--- config.mk ---
export PLATFORM = sky130hd
export DESIGN_NAME = bcd_counter_n
export DESIGN_NICKNAME = d
export VERILOG_FILES = /design/src/rtl/bcd_pkg.sv /design/src/rtl/bcd_digit_cell.sv /design/src/rtl/bcd_counter_n.sv
export SDC_FILE = /design/constraint.sdc
export NUM_CORES = 1
export LEC_CHECK = 0
export ABC_AREA = 0
export CORE_ASPECT_RATIO = 1.1
export CORE_MARGIN = 2
export CORE_UTILIZATION = 55
export CTS_CLUSTER_DIAMETER = 120
export DETAILED_ROUTE_END_ITERATION = 12
export GPL_TIMING_DRIVEN = 0
export PLACE_DENSITY = 0.92
export SYNTH_ARGS = -nofsm -noshare
export SYNTH_HDL_FRONTEND = slang
export SYNTH_SLANG_ARGS = --single-unit
--- constraint.sdc ---
create_clock -name clk -period 4.5 [get_ports clk]
set_input_delay 0.45 -clock clk [delete_from_list [all_inputs] [get_ports clk]]
set_output_delay 0.45 -clock clk [all_outputs]
set_load 0.02 [all_outputs]
--- src/rtl/bcd_pkg.sv ---
`default_nettype none
// ============================================================================
//  Module      : bcd_pkg
//  Description : Shared BCD constants, digit type and nibble clamp helper
//                for the multi-digit BCD counter.
//  Revision    : 1.0 - initial release
// ============================================================================
package bcd_pkg;

  typedef logic [3:0] bcd_digit_t;

  localparam bcd_digit_t BCD_MAX  = 4'd9;
  localparam bcd_digit_t BCD_ZERO = 4'd0;

  // Limit a raw nibble to a legal BCD digit; codes A..F become 9.
  function automatic bcd_digit_t bcd_clamp(input logic [3:0] d);
    return (d > BCD_MAX) ? BCD_MAX : d;
  endfunction

endpackage : bcd_pkg
`default_nettype wire

--- src/rtl/bcd_digit_cell.sv ---
`default_nettype none
// ============================================================================
//  Module      : bcd_digit_cell
//  Description : Combinational next-state logic for one BCD digit. The
//                enables arrive already gated by the lower-digit prefix
//                chain, so the cell only steps or rolls its own digit.
//  Revision    : 1.0 - initial release
// ============================================================================
module bcd_digit_cell
  import bcd_pkg::*;
(
  input  logic [3:0] cur,
  input  logic       up_en,
  input  logic       dn_en,
  output logic [3:0] nxt,
  output logic       is_max,
  output logic       is_min
);

  assign is_max = (cur == BCD_MAX);
  assign is_min = (cur == BCD_ZERO);

  // Step up with 9->0 roll, step down with 0->9 roll, otherwise hold.
  always_comb begin
    nxt = cur;
    if (up_en && !dn_en) begin
      nxt = is_max ? BCD_ZERO : (cur + 4'd1);
    end else if (dn_en && !up_en) begin
      nxt = is_min ? BCD_MAX : (cur - 4'd1);
    end
  end

endmodule : bcd_digit_cell
`default_nettype wire

--- src/rtl/bcd_counter_n.sv ---
`default_nettype none
// ============================================================================
//  Module      : bcd_counter_n
//  Description : DIGITS-wide BCD up/down counter with edge or level count
//                inputs, synchronous parallel load (digits clamped to 9),
//                carry/borrow pulses and optional saturation.
//  Revision    : 1.0 - initial release
// ============================================================================
module bcd_counter_n
  import bcd_pkg::*;
#(
  parameter int DIGITS   = 4,
  parameter bit EDGE_IN  = 1'b1,
  parameter bit SATURATE = 1'b0
) (
  input  logic                  clk,
  input  logic                  reset,
  input  logic                  inc,
  input  logic                  dec,
  input  logic                  load,
  input  logic [4*DIGITS-1:0]   load_val,
  output logic [4*DIGITS-1:0]   val,
  output logic                  carry,
  output logic                  borrow,
  output logic                  zero
);

  localparam int c_W = 4 * DIGITS;

  logic             w_up_req;
  logic             w_dn_req;
  logic             w_up;
  logic             w_dn;
  logic [DIGITS:0]  w_all_max;
  logic [DIGITS:0]  w_all_min;
  logic [DIGITS-1:0] w_is_max;
  logic [DIGITS-1:0] w_is_min;
  logic [c_W-1:0]   w_cell_nxt;
  logic [c_W-1:0]   w_load_clamped;
  logic [c_W-1:0]   w_next_val;
  logic             w_overflow;
  logic             w_underflow;

  // ---------------------------------------------------------------------
  // Count strobe generation
  // ---------------------------------------------------------------------
  if (EDGE_IN) begin : g_edge_in
    logic r_s1_inc, r_s2_inc, r_s1_dec, r_s2_dec;

    // Two-flop synchronisers; the second stage doubles as the edge history.
    always_ff @(posedge clk) begin
      if (reset) begin
        r_s1_inc <= 1'b0;
        r_s2_inc <= 1'b0;
        r_s1_dec <= 1'b0;
        r_s2_dec <= 1'b0;
      end else begin
        r_s1_inc <= inc;
        r_s2_inc <= r_s1_inc;
        r_s1_dec <= dec;
        r_s2_dec <= r_s1_dec;
      end
    end

    assign w_up_req = r_s1_inc & ~r_s2_inc;
    assign w_dn_req = r_s1_dec & ~r_s2_dec;
  end else begin : g_level_in
    assign w_up_req = inc;
    assign w_dn_req = dec;
  end

  // Simultaneous up and down cancel to a no-op.
  assign w_up = w_up_req & ~w_dn_req;
  assign w_dn = w_dn_req & ~w_up_req;

  // ---------------------------------------------------------------------
  // Digit cascade: digit i moves only when every lower digit rolls.
  // ---------------------------------------------------------------------
  assign w_all_max[0] = 1'b1;
  assign w_all_min[0] = 1'b1;

  for (genvar i = 0; i < DIGITS; i++) begin : g_digit
    bcd_digit_cell u_cell (
      .cur    (val[4*i +: 4]),
      .up_en  (w_up & w_all_max[i]),
      .dn_en  (w_dn & w_all_min[i]),
      .nxt    (w_cell_nxt[4*i +: 4]),
      .is_max (w_is_max[i]),
      .is_min (w_is_min[i])
    );

    assign w_all_max[i+1] = w_all_max[i] & w_is_max[i];
    assign w_all_min[i+1] = w_all_min[i] & w_is_min[i];
    assign w_load_clamped[4*i +: 4] = bcd_clamp(load_val[4*i +: 4]);
  end

  assign w_overflow  = w_up & w_all_max[DIGITS];
  assign w_underflow = w_dn & w_all_min[DIGITS];

  // Saturating builds hold the value at the limits instead of wrapping.
  always_comb begin
    w_next_val = w_cell_nxt;
    if (SATURATE && (w_overflow || w_underflow)) begin
      w_next_val = val;
    end
  end

  // Output register: reset, then load, then count; zero tracks next val.
  always_ff @(posedge clk) begin
    if (reset) begin
      val    <= '0;
      carry  <= 1'b0;
      borrow <= 1'b0;
      zero   <= 1'b1;
    end else if (load) begin
      val    <= w_load_clamped;
      carry  <= 1'b0;
      borrow <= 1'b0;
      zero   <= (w_load_clamped == '0);
    end else begin
      val    <= w_next_val;
      carry  <= w_overflow;
      borrow <= w_underflow;
      zero   <= (w_next_val == '0);
    end
  end

endmodule : bcd_counter_n
`default_nettype wire

; Word-level counts from Yosys, hierarchy flattened
; Index checks and enable logic that the tools add are counted.
; W data, S select, Z words.
[classes]
n_bitwise = 22
magnitude_cmp = 4
n_reduce_logical = 23
eq_ne = 4
n_mux = 22
add_sub_neg = 8
[ops]
columns = operator, n
row1 = $mux W4, 20
row2 = $logic_not A16 Y1, 2
row3 = $and A1 B1 Y1, 18
row4 = $add A4 B1 Y4 const B, 4
row5 = $eq A4 B4 Y1 const B, 4
row6 = $gt A4 B4 Y1 const B, 4
row7 = $logic_not A4 Y1, 4
row8 = $mux W16, 1
row9 = $sub A4 B1 Y4 const B, 4
row10 = $logic_and A1 B1 Y1, 8
row11 = $logic_not A1 Y1, 8
row12 = $not A1 Y1, 4
row13 = $reduce_or A2 Y1, 1
row14 = $mux W1, 1
[word_totals]
word_cells = 91
regBits = 23

; Longest topological paths before layout
; Gate-level depths: netlist (run 1).
[depth]
word_depth = 11
depth_mapped = 10
mapped_depth_nobuf = 8

; Hierarchy
; Synthesis (run 1) repeated with hierarchy kept, for this count alone.
[hier_totals]
cells_unflattened = 243
area_unflattened_um2 = 1806.7
[by_module_without_submodules]
columns = module, n_inst, area_per_inst_um2, seq_area_each_um2, cells_each
row1 = bcd_counter_n, 1, 965.9, 460.4, 107
row2 = bcd_digit_cell, 4, 210.2, 0.0, 34

; Worst setup path after synthesis (run 1)
; No wires, ideal clock.
[synth_path]
kind = reg-to-reg
from = reg val[1]
to = reg zero
required_ns = 4.404
n_path_buf = 2
setup_ns = 0.096
t_arrival_ns = 2.307
path_stages_with_launch = 11
synth_period_minus_slack_ns = 2.403
path_slack_ns = 2.097
cell_sequence = dfxtp_1 -> inv_1 -> ha_1 -> and3b_1 -> buf_6 -> and3_4 -> buf_6 -> or3_4 -> a21oi_2 -> nand4_1 -> o41ai_2
[synth_between]
elab_chain_cells = 10
[synth_lines]
columns = element, line
row1 = start: declaration, bcd_counter_n.sv:22  ; output logic [4*DIGITS-1:0] val,
row2 = start signal: assignment, bcd_counter_n.sv:116  ; val <= w_load_clamped;
row3 = start signal: assignment, bcd_counter_n.sv:121  ; val <= w_next_val;
row4 = $eq A4 B4 Y1, bcd_digit_cell.sv:20  ; assign is_max = (cur == BCD_MAX);
row5 = $and A1 B1 Y1 (2 in a row), bcd_counter_n.sv:92  ; assign w_all_max[i+1] = w_all_max[i] & w_is_max[i];
row6 = $and A1 B1 Y1, bcd_counter_n.sv:85  ; .up_en (w_up & w_all_max[i]),
row7 = $logic_not A1 Y1, bcd_digit_cell.sv:28  ; end else if (dn_en && !up_en) begin
row8 = $logic_and A1 B1 Y1, bcd_digit_cell.sv:28
row9 = $mux W4, bcd_digit_cell.sv:28
row10 = $mux W4, bcd_digit_cell.sv:26  ; if (up_en && !dn_en) begin
row11 = $logic_not A16 Y1 (*), bcd_counter_n.sv:124  ; zero <= (w_next_val == '0);
row12 = $mux W1 (*), bcd_counter_n.sv:115  ; end else if (load) begin
row13 = end signal: assignment, bcd_counter_n.sv:119  ; zero <= (w_load_clamped == '0);
row14 = end signal: assignment, bcd_counter_n.sv:124
row15 = end: declaration, bcd_counter_n.sv:25  ; output logic zero
; Every way passes the cells marked *; elsewhere a longest branch is shown, timed or not.
; A chain may end at the register's enable or synchronous reset.

; Worst setup path in the final report (run 1)
[layout_path]
from = reg val[0]
to = reg zero
; Same word-level chain as after synthesis.

==> run metrics, run 1 <==
status finished clean; PD cells 225 nW/um^2; Clock H-tree levels 1; area of the multi-input gates 1250 sq um; clock slew seen by the registers of the worst setup and hold paths 0.14 ns; Net Sw Frac 35.6%; CTS Buf Count 3; Reg2Reg Depth 9; Final Slew Violations 0; minimum clock period 2.96 ns; TNS Setup 0 ns; core footprint 3280 sq um; # fillers 270; share of layout cells above drive strength 1 7.27%; worst setup margin 1.54 ns; ys async rst share 0%; P_leak 0.811 nW; adder-cell share of the synthesized area 3.26%; Netlist cell types 63; relative slew slack 58.8%; Die Y-Extent 64.7 microns; Post-Place Cell Area 2280 sq um; Routed Antenna Nets 0; max-cap violation count 0; Flop pwr share 44.2%; RSZ-0062 raised after global routing false; I/O Buffers 39; CTS Hold Buffers Added 0; fmax 338 MHz; Synth Area in Compound Gates 26.1%; Comb power frac 36.8%; final hold vios 0; Synth area leader dfxtp_1; largest net degree at the start of global routing 14; Top Ports 40; routed via count 2108; clock latency at the later pin of the worst-skew pair 0.32 ns; Avg WL per Cell 16.3 microns; mapped cell area 1840 sq um; Worst R2R Start val[0]$_SDFF_PP0_; WHS Endpoint g_edge_in.r_s2_dec$_SDFF_PP0_; largest family of logic cells by synthesized area simple AND/OR/NAND/NOR gates; Final period util 65.7%; Post-Synth XOR/XNOR Area 3.32%; commonest non-fill, non-tap cell in the layout clkdlybuf4s50_1; gr ovfl total 0; Final Core Density 70.4%; antenna fix cells 0; Post-Place Cells 321; simple-gate share of the synthesized area 33.7%; global-route wire length before repair 8980 microns; nets 315; Syn-to-layout area delta 25.1%; R2R setup slack 1.54 ns; Fin Clk Skew 0.0125 ns; GR Util All Layers 29.7%; number of global-route vias before repair 1995; post-route cell area 2310 sq um; internal power component 0.334 mW; EDFF count, synth 0; Synth Flop Type dfxtp_1; GPL Wtd Cong 0.985; post-route DRC violation count 0; crit start category register; most frequent cells in the layout 39 x clkdlybuf4s50_1, 24 x nor2_1, 23 x dfxtp_1; Worst Min Path Start g_edge_in.r_s1_dec$_SDFF_PP0_; post-synthesis mux area share 1.36%; #FFs+latches synth 23; DR iter-0 viols 141; fin cells 325; Mapped Cells 246; CTS tree yes; syn_nets 271; Post-DP HPWL 4090 microns; sequential fraction of the synthesis area 25.0%; Ys Warns 0; Clk Tree Root Cell clkbuf_4; Post-CTS Resized 0; Die Wd 59.2 microns; clock share of power 19.0%; Post-Route Hold Slack 0.494 ns; Hold Path Class reg2reg; VDD IR max 0.000200 V; largest cells by area after synthesis dfxtp_1 25%, nor2_1 4.9%, nor3_1 3.8%; Yosys top cell area share 25.0%; total power 0.518 mW; initial core utilization 56.3%; DRT Pass-1 Iters 5; end of the worst register-to-register path zero$_SDFF_PP1_; P_sw 0.184 mW; vias per cell 6.49; clk sinks 23; crit path capture type register; initial antenna violation count 0; Rows 22; Clock Path Buffers 2; worst slew pin tran 0.613 ns; CP required 4.73 ns; Hold Path Depth 1; Mean Syn Cell Area 7.50 sq um; Setup WS pre-CTS 1.74 ns; Finish-stage setup viols 0; register area 460 sq um; Worst Path Arrival 3.18 ns; Total Wirelength 5290 microns; Die Footprint 3830 sq um; Setup CP Type reg2reg; Setup Buffers After CTS 0; Worst Path Max Fanout 10
[worst max-delay path by stage]
stage | start | endpoint | slack, ns | depth (start not counted)
6_report | val[0]$_SDFF_PP0_ | zero$_SDFF_PP1_ | 1.54 | 9
3_3_place_gp | val[0]$_SDFF_PP0_ | zero$_SDFF_PP1_ | 1.92 | 9
5_1_grt | val[0]$_SDFF_PP0_ | zero$_SDFF_PP1_ | 1.44 | 9
2_1_floorplan | val[1]$_SDFF_PP0_ | zero$_SDFF_PP1_ | 2.10 | 10
4_1_cts | val[0]$_SDFF_PP0_ | zero$_SDFF_PP1_ | 1.70 | 9
3_5_place_dp | val[0]$_SDFF_PP0_ | zero$_SDFF_PP1_ | 1.74 | 9
[area by class of cell]
type / count / area share (%)
Buffer: 20 / 4.07
Tap cell: 36 / 1.95
Inverter: 11 / 1.79
Multi-Input combinational cell: 192 / 54.1
Clock inverter: 1 / 0.217
Clock buffer: 3 / 0.976
Sequential cell: 23 / 20.0
Timing Repair Buffer: 39 / 16.9
[power groups by stage]
stage | clock, mW | combinational (mW) | sequential, mW
detailed placement | 0 | 0.186 | 0.234
global route | 0.110 | 0.208 | 0.231
finish | 0.0984 | 0.191 | 0.229
CTS | 0.0996 | 0.187 | 0.229
global placement | 0 | 0.182 | 0.233
floorplan | 0 | 0.106 | 0.243
[routing by layer]
layer	vias up	track usage, %	routed length (microns)
met1	960	38.1	2100
met5	-	0	0
met2	116	49.0	2630
met3	17	3.99	441
met4	0	12.5	118
li1	1015	-	-
[state kept, by name, summed over array words and instances, names as in the netlist]
register and cells:
g_edge_in.r_s2_inc 1, zero 1, borrow 1, carry 1
val 16, g_edge_in.r_s1_inc 1, g_edge_in.r_s1_dec 1, g_edge_in.r_s2_dec 1
[Yosys cell counts, types with 3 or more instances]
| cell | count |
|---|---|
| a311oi_1 | 3 |
| and3_1 | 3 |
| nand2_1 | 12 |
| nor2b_1 | 11 |
| nand3_1 | 11 |
| nand2b_1 | 6 |
| nand4_1 | 9 |
| nor2_1 | 24 |
| dfxtp_1 | 23 |
| nor4_1 | 7 |
| a31oi_1 | 5 |
| a221oi_1 | 3 |
| inv_1 | 10 |
| buf_2 | 3 |
| nor3_1 | 14 |
| xnor2_1 | 6 |
| clkbuf_1 | 14 |
| ha_1 | 4 |
| a211oi_1 | 5 |
| or4_1 | 3 |
| a21oi_1 | 6 |
| o21ai_0 | 14 |
| a2bb2oi_1 | 4 |
[critical path, cell delays in order, from the launching register on]
cell      delay (ns)
dfxtp_1         0.43
inv_1           0.12
ha_1            0.18
nor3b_1         0.43
and3_1          0.21
buf_2           0.20
nand2b_1        0.10
a311oi_1        0.58
nand4_1         0.23
o41ai_2         0.39
[cells by family (layout without fill, tap and decap cells)]
family,after synthesis,in the layout
AO/OA/AOI/OAI,65,65
XOR/XNOR,7,7
adder cells (fa/ha/maj),5,5
buffers and inverters,31,74
flip-flops,23,23
multiplexers,2,2
AND/OR/NAND/NOR,113,113
No activity file was read; power rests on OpenSTA's default activity.
==> run 2, diff against run 1 <==
--- a/config.mk
+++ b/config.mk
@@ -8,11 +8,11 @@
 export ABC_AREA = 0
 export CORE_ASPECT_RATIO = 1.1
 export CORE_MARGIN = 2
-export CORE_UTILIZATION = 55
+export CORE_UTILIZATION = 51
 export CTS_CLUSTER_DIAMETER = 120
 export DETAILED_ROUTE_END_ITERATION = 12
 export GPL_TIMING_DRIVEN = 0
-export PLACE_DENSITY = 0.92
+export PLACE_DENSITY = 0.86
 export SYNTH_ARGS = -nofsm -noshare
 export SYNTH_HDL_FRONTEND = slang
 export SYNTH_SLANG_ARGS = --single-unit
==> constraint.sdc (replaced) <==
create_clock -name clk -period 2.9 [get_ports clk]
set_input_delay 0.29 -clock clk [delete_from_list [all_inputs] [get_ports clk]]
set_output_delay 0.29 -clock clk [all_outputs]
set_load 0.02 [all_outputs]
==> run metrics, run 2 (synthesized netlist as in run 1, its figures left out) <==
vias per cell 6.17 (was 6.49); global-route wire length before repair 8390 microns (was 8980 microns); WHS Endpoint g_edge_in.r_s2_dec$_SDFF_PP0_ (unchanged); Hold Path Depth 1 (unchanged); DR iter-0 viols 208 (was 141); Finish-stage setup viols 0 (unchanged); largest register by flop count val (unchanged); Clock H-tree levels 1 (unchanged); I/O Buffers 39 (unchanged); GR Util All Layers 26.6% (was 29.7%); RSZ-0062 raised after global routing false (unchanged); number of global-route vias before repair 1796 (was 1995); gr ovfl total 0 (unchanged); end of the worst register-to-register path zero$_SDFF_PP1_ (unchanged); Post-Place Cells 333 (was 321); area of the multi-input gates 1250 sq um (unchanged); Rows 22 (unchanged); Final period util 93.6% (was 65.7%); DRT Pass-1 Iters 4 (was 5); Routed Antenna Nets 0 (unchanged); Total Wirelength 5140 microns (was 5290 microns); initial core utilization 54.5% (was 56.3%); Fin Clk Skew 0.00705 ns (was 0.0125 ns); Worst R2R Start val[0]$_SDFF_PP0_ (unchanged); clock slew seen by the registers of the worst setup and hold paths 0.14 ns (about the same); initial antenna violation count 0 (unchanged); Avg WL per Cell 15.3 microns (was 16.3 microns); commonest non-fill, non-tap cell in the layout clkdlybuf4s50_1 (unchanged); Clock Path Buffers 2 (unchanged); nets 315 (unchanged); Clk Tree Root Cell clkbuf_4 (unchanged); Top Ports 40 (unchanged); worst slew pin tran 0.518 ns (was 0.613 ns); Setup CP Type reg2reg (unchanged); clock latency at the later pin of the worst-skew pair 0.31 ns (was 0.32 ns); ordered cell list for the critical path inv_1 -> ha_1 -> nor3b_1 -> and3_1 -> buf_2 -> nand2b_1 -> a311oi_1 -> nand4_1 -> o41ai_2 (unchanged); post-route DRC violation count 0 (unchanged); routed via count 2079 (was 2108); share of layout cells above drive strength 1 6.92% (was 7.27%); antenna fix cells 0 (unchanged); P_sw 0.282 mW (was 0.184 mW); Worst Min Path Start g_edge_in.r_s1_dec$_SDFF_PP0_ (unchanged); core footprint 3390 sq um (was 3280 sq um); relative slew slack 65.5% (was 58.8%); Hold Path Class reg2reg (unchanged); clk sinks 23 (unchanged); register area 460 sq um (unchanged); Setup Buffers After CTS 0 (unchanged); final hold vios 0 (unchanged); Comb power frac 36.5% (was 36.8%); Die Footprint 4110 sq um (was 3830 sq um); GPL Wtd Cong 0.971 (was 0.985); TNS Setup 0 ns (unchanged); Worst path max stage delay 0.48 ns (was 0.58 ns); fmax 368 MHz (was 338 MHz); fin cells 337 (was 325); CP required 3.10 ns (was 4.73 ns); Die Y-Extent 67.1 microns (was 64.7 microns); Worst Path Max Fanout 10 (unchanged); P_leak 0.808 nW (was 0.811 nW); minimum clock period 2.71 ns (was 2.96 ns); Post-DP HPWL 3920 microns (was 4090 microns); max-cap violation count 0 (unchanged); crit start category register (unchanged); PD cells 345 nW/um^2 (was 225 nW/um^2); # fillers 311 (was 270); VDD IR max 0.000241 V (was 0.000200 V); clock share of power 19.1% (was 19.0%); number of flip-flops in the largest register 16 (unchanged); largest net degree at the start of global routing 13 (was 14); Worst Path Arrival 2.92 ns (was 3.18 ns); Net Sw Frac 35.2% (was 35.6%); CTS Buf Count 3 (unchanged); Syn-to-layout area delta 25.8% (was 25.1%); Reg2Reg Depth 9 (unchanged); Final Slew Violations 0 (unchanged); CTS Hold Buffers Added 0 (unchanged); CTS tree yes (unchanged); crit path capture type register (unchanged); R2R setup slack 0.19 ns (was 1.54 ns); total power 0.802 mW (was 0.518 mW); crit path max-delay cell type a311oi_1 (unchanged); Die Wd 61.3 microns (was 59.2 microns); status finished clean (unchanged); Post-CTS Resized 0 (unchanged); internal power component 0.520 mW (was 0.334 mW); most frequent cells in the layout 39 x clkdlybuf4s50_1, 24 x nor2_1, 23 x dfxtp_1 (unchanged); Flop pwr share 44.5% (was 44.2%)
## run 2: cell types whose count changed in the layout (fill, tap and decap cells not counted), sizes merged
cell	before	now
clkinv	2	1
clkbuf	17	18
## run 2: worst max-delay path, delay by kind of cell, from the launching register on
| kind | cells | cell delay [ns] |
|---|---|---|
| compound gates | 2 | 0.87 |
| fa+ha+maj | 1 | 0.18 |
| flops | 1 | 0.43 |
| buf+inv | 2 | 0.33 |
| simple gates | 4 | 0.80 |
## run 2: routing by layer
metal	up-vias	global-route usage, %	part of all wire [%]
li1	1009	-	-
met1	973	38.5	46
met2	88	41.9	46
met3	9	3.11	5.9
met4	0	5.59	1.4
met5	-	0	0
## run 2: per-stage QoR
stage               utilization (%)  setup slack (ns)  hold WS [ns]  cell area (sq um)
floorplan                         -             0.497         0.362               1840
finish                         68.6             0.186         0.495               2320
CTS                            68.6             0.246         0.495               2320
global placement               67.8             0.288         0.466               2290
global route                   68.6            0.0686         0.508               2320
detailed placement             67.8             0.283         0.473               2290
## run 2: worst max-delay path by stage
stage / depth (start not counted) / endpoint / from
after floorplan: 10 / zero$_SDFF_PP1_ / val[1]$_SDFF_PP0_
after global placement: 9 / zero$_SDFF_PP1_ / val[0]$_SDFF_PP0_
after detailed placement: 9 / zero$_SDFF_PP1_ / val[0]$_SDFF_PP0_
after CTS: 9 / zero$_SDFF_PP1_ / val[0]$_SDFF_PP0_
after global routing: 9 / zero$_SDFF_PP1_ / val[0]$_SDFF_PP0_
final: 9 / zero$_SDFF_PP1_ / val[0]$_SDFF_PP0_
## run 2: layout make-up
cell class	count	area share (%)
clock buffers	4	1.13
well taps	48	2.59
inverters	11	1.78
repair buffers	39	16.8
flip-flops and latches	23	19.8
plain buffers	20	4.04
multi-input cells	192	53.8
## run 2: power by group through the flow
| stage | registers (mW) | clock network [mW] | logic [mW] |
|---|---|---|---|
| final | 0.356 | 0.153 | 0.292 |
| after global routing | 0.359 | 0.168 | 0.318 |
| after CTS | 0.356 | 0.154 | 0.288 |
| after detailed placement | 0.363 | 0 | 0.286 |
| after global placement | 0.362 | 0 | 0.284 |
| after floorplan | 0.378 | 0 | 0.164 |
==> run 3, diff against run 2 <==
--- a/config.mk
+++ b/config.mk
@@ -5,7 +5,7 @@
 export SDC_FILE = /design/constraint.sdc
 export NUM_CORES = 1
 export LEC_CHECK = 0
-export ABC_AREA = 0
+export ABC_AREA = 1
 export CORE_ASPECT_RATIO = 1.1
 export CORE_MARGIN = 2
 export CORE_UTILIZATION = 51
==> run metrics, run 3 <==
Synth Area in Compound Gates 11.3% (was 26.1%); post-route cell area 2300 sq um (was 2320 sq um); Worst path max stage delay 0.38 ns (was 0.48 ns); Total Wirelength 4510 microns (was 5140 microns); mapped cell area 1830 sq um (was 1840 sq um); instance count on the critical path 12 (was 9); end of the worst register-to-register path zero$_SDFF_PP1_ (unchanged); final hold vios 0 (unchanged); Clock Path Buffers 2 (unchanged); largest register by flop count val (unchanged); DRT Pass-1 Iters 4 (unchanged); Clock H-tree levels 1 (unchanged); CTS Buf Count 3 (unchanged); Worst Path Arrival 2.25 ns (was 2.92 ns); CP startpoint val[0]$_SDFF_PP0_ (unchanged); antenna fix cells 0 (unchanged); commonest non-fill, non-tap cell in the layout nand2_1 (was clkdlybuf4s50_1); I/O Buffers 38 (was 39); most frequent cells in the layout 75 x nand2_1, 41 x nor2_1, 38 x nand3_1, 38 x clkdlybuf4s50_1, 29 x inv_1 (was 39 x clkdlybuf4s50_1, 24 x nor2_1, 23 x dfxtp_1); TNS Setup 0 ns (unchanged); Die Footprint 4090 sq um (was 4110 sq um); Worst R2R Start val[0]$_SDFF_PP0_ (unchanged); Flop pwr share 46.2% (was 44.5%); GR Util All Layers 24.7% (was 26.6%); Reg2Reg Depth 12 (was 9); list of most frequent post-synthesis cells 75 x nand2_1, 41 x nor2_1, 38 x nand3_1, 29 x inv_1, 23 x dfxtp_1 (was 24 x nor2_1, 23 x dfxtp_1, 14 x clkbuf_1, 14 x nor3_1, 14 x o21ai_0); CP required 3.14 ns (was 3.10 ns); worst slew pin tran 0.490 ns (was 0.518 ns); Syn-to-layout area delta 25.5% (was 25.8%); PD cells 342 nW/um^2 (was 345 nW/um^2); clock latency at the later pin of the worst-skew pair 0.31 ns (about the same); Post-Place Cell Area 2270 sq um (was 2290 sq um); Comb power frac 35.3% (was 36.5%); Final Core Density 67.9% (was 68.6%); Final Slew Violations 0 (unchanged); Post-Synth XOR/XNOR Area 1.43% (was 3.32%); share of layout cells above drive strength 1 11.6% (was 6.92%); P_sw 0.284 mW (was 0.282 mW); ys async rst share 0% (unchanged); post-synthesis mux area share 0% (was 1.36%); relative slew slack 67.2% (was 65.5%); RSZ-0062 raised after global routing false (unchanged); Clk Tree Root Cell clkbuf_4 (unchanged); most common cell in the netlist nand2_1 (was nor2_1); status finished clean (unchanged); Avg WL per Cell 11.8 microns (was 15.3 microns); sequential fraction of the synthesis area 25.1% (was 25.0%); GPL Wtd Cong 0.959 (was 0.971); global-route wire length before repair 7850 microns (was 8390 microns); Finish-stage setup viols 0 (unchanged); number of flip-flops in the largest register 16 (unchanged); Die Wd 61.1 microns (was 61.3 microns); initial core utilization 54.1% (was 54.5%); nets 362 (was 315); end of the critical path zero$_SDFF_PP1_ (unchanged); adder-cell share of the synthesized area 2.73% (was 3.26%); Post-CTS Resized 0 (unchanged); clock share of power 18.5% (was 19.1%); Crit path buffers/inverters 1 (was 2); crit start category register (unchanged); routed via count 2015 (was 2079); vias per cell 5.25 (was 6.17); fmax 497 MHz (was 368 MHz); Synth Flop Type dfxtp_1 (unchanged); EDFF count, synth 0 (unchanged); core footprint 3390 sq um (unchanged); crit path max-delay cell type dfxtp_1 (was a311oi_1); Ys Warns 0 (unchanged); P_leak 1.09 nW (was 0.808 nW); Netlist cell types 31 (was 63); max-cap violation count 0 (unchanged); Post-DP HPWL 3690 microns (was 3920 microns); Setup Buffers After CTS 0 (unchanged); number of global-route vias before repair 1788 (was 1796); CTS Hold Buffers Added 0 (unchanged); crit path capture type register (unchanged); ordered cell list for the critical path inv_1 -> ha_1 -> nand2_1 -> nor2_1 -> nand2_2 -> nor2_4 -> nand3_1 -> nand3_1 -> nand2_1 -> nor2_1 -> nand3_1 -> o21bai_2 (was inv_1 -> ha_1 -> nor3b_1 -> and3_1 -> buf_2 -> nand2b_1 -> a311oi_1 -> nand4_1 -> o41ai_2); internal power component 0.503 mW (was 0.520 mW); #FFs+latches synth 23 (unchanged); # fillers 306 (was 311); Worst Path Max Fanout 6 (was 10); minimum clock period 2.01 ns (was 2.71 ns); gr ovfl total 0 (unchanged); CTS tree yes (unchanged); Die Y-Extent 66.9 microns (was 67.1 microns); initial antenna violation count 0 (unchanged); Yosys top cell area share 25.1% (was 25.0%); Rows 22 (unchanged); Worst Min Path Start reset (was g_edge_in.r_s1_dec$_SDFF_PP0_); post-route DRC violation count 0 (unchanged); Net Sw Frac 36.1% (was 35.2%); Hold Path Class in2reg (was reg2reg); VDD IR max 0.000256 V (was 0.000241 V); critical path's top delay family simple AND/OR/NAND/NOR gates (was compound AO/OA/AOI/OAI gates); simple-gate share of the synthesized area 50.7% (was 33.7%); Setup CP Type reg2reg (unchanged); Final period util 69.4% (was 93.6%); largest net degree at the start of global routing 13 (unchanged); largest family of logic cells by synthesized area simple AND/OR/NAND/NOR gates (unchanged); DR iter-0 viols 156 (was 208); clk sinks 23 (unchanged); clock slew seen by the registers of the worst setup and hold paths 0.11 ns (was 0.14 ns); Synth area leader dfxtp_1 (unchanged); Mean Syn Cell Area 6.23 sq um (was 7.50 sq um); Mapped Cells 294 (was 246); Top Ports 40 (unchanged); Fin Clk Skew 0.00579 ns (was 0.00705 ns); most used cell, CP nand3_1; Routed Antenna Nets 0 (unchanged); R2R setup slack 0.89 ns (was 0.19 ns); syn_nets 319 (was 271); largest cells by area after synthesis dfxtp_1 25%, nand2_1 15%, nand3_1 10% (was dfxtp_1 25%, nor2_1 4.9%, nor3_1 3.8%)
## run 3: cell types whose count changed in the layout (fill, tap and decap cells not counted), moves of 9 or more
cell / before / now
nand2_1: 12 / 75
inv_1: 10 / 29
nor2_1: 24 / 41
clkbuf_1: 15 / 3
nor3_1: 14 / 5
nor2b_1: 11 / 0
nand3_1: 11 / 38
## run 3: logic make-up after synthesis
family | Yosys count
AOI/OAI and AO/OA | 33
xor gates and xnor gates | 3
adders and majority gates | 4
buffers and inverters | 40
DFF | 23
and+or+nand+nor | 191
## run 3: cell type report
class | count | area, sq um | share of cell area [%]
Tap cell | 48 | 60.1 | 2.61
Multi-Input combinational cell | 231 | 1210 | 52.7
Timing Repair Buffer | 38 | 380 | 16.5
Inverter | 37 | 141 | 6.15
Sequential cell | 23 | 460 | 20.0
Clock buffer | 4 | 26.3 | 1.14
Buffer | 3 | 18.8 | 0.817
## run 3: power groups by stage
stage | Sequential (mW) | Clock (mW) | Combinational, mW
4_1_cts | 0.363 | 0.146 | 0.278
3_3_place_gp | 0.370 | 0 | 0.273
3_5_place_dp | 0.370 | 0 | 0.277
2_1_floorplan | 0.384 | 0 | 0.163
5_1_grt | 0.367 | 0.166 | 0.311
6_report | 0.363 | 0.145 | 0.278
## run 3: metrics by stage
step	worst slack, ns	power [mW]	cells	hold WS (ns)
after global placement	0.941	0.643	380	0.437
after CTS	0.877	0.787	384	0.333
after floorplan	1.10	0.546	294	0.397
final	0.886	0.787	384	0.322
after global routing	0.644	0.845	384	0.349
after detailed placement	0.912	0.647	380	0.446
## run 3: per-layer routing
metal	part of all wire, %	GRT usage [%]	vias up
li1	-	-	1041
met5	0	0	-
met4	1.1	4.89	0
met2	46	40.6	72
met1	46	34.8	895
met3	6.1	2.14	7
## run 3: worst min-delay path by stage
stage / to / slack (ns) / cells past startpoint
floorplan: g_edge_in.r_s1_dec$_SDFF_PP0_ / 0.40 / 2
global placement: g_edge_in.r_s2_dec$_SDFF_PP0_ / 0.44 / 2
detailed placement: g_edge_in.r_s2_dec$_SDFF_PP0_ / 0.45 / 2
CTS: g_edge_in.r_s1_inc$_SDFF_PP0_ / 0.33 / 2
global route: g_edge_in.r_s1_inc$_SDFF_PP0_ / 0.35 / 2
finish: g_edge_in.r_s1_inc$_SDFF_PP0_ / 0.32 / 2
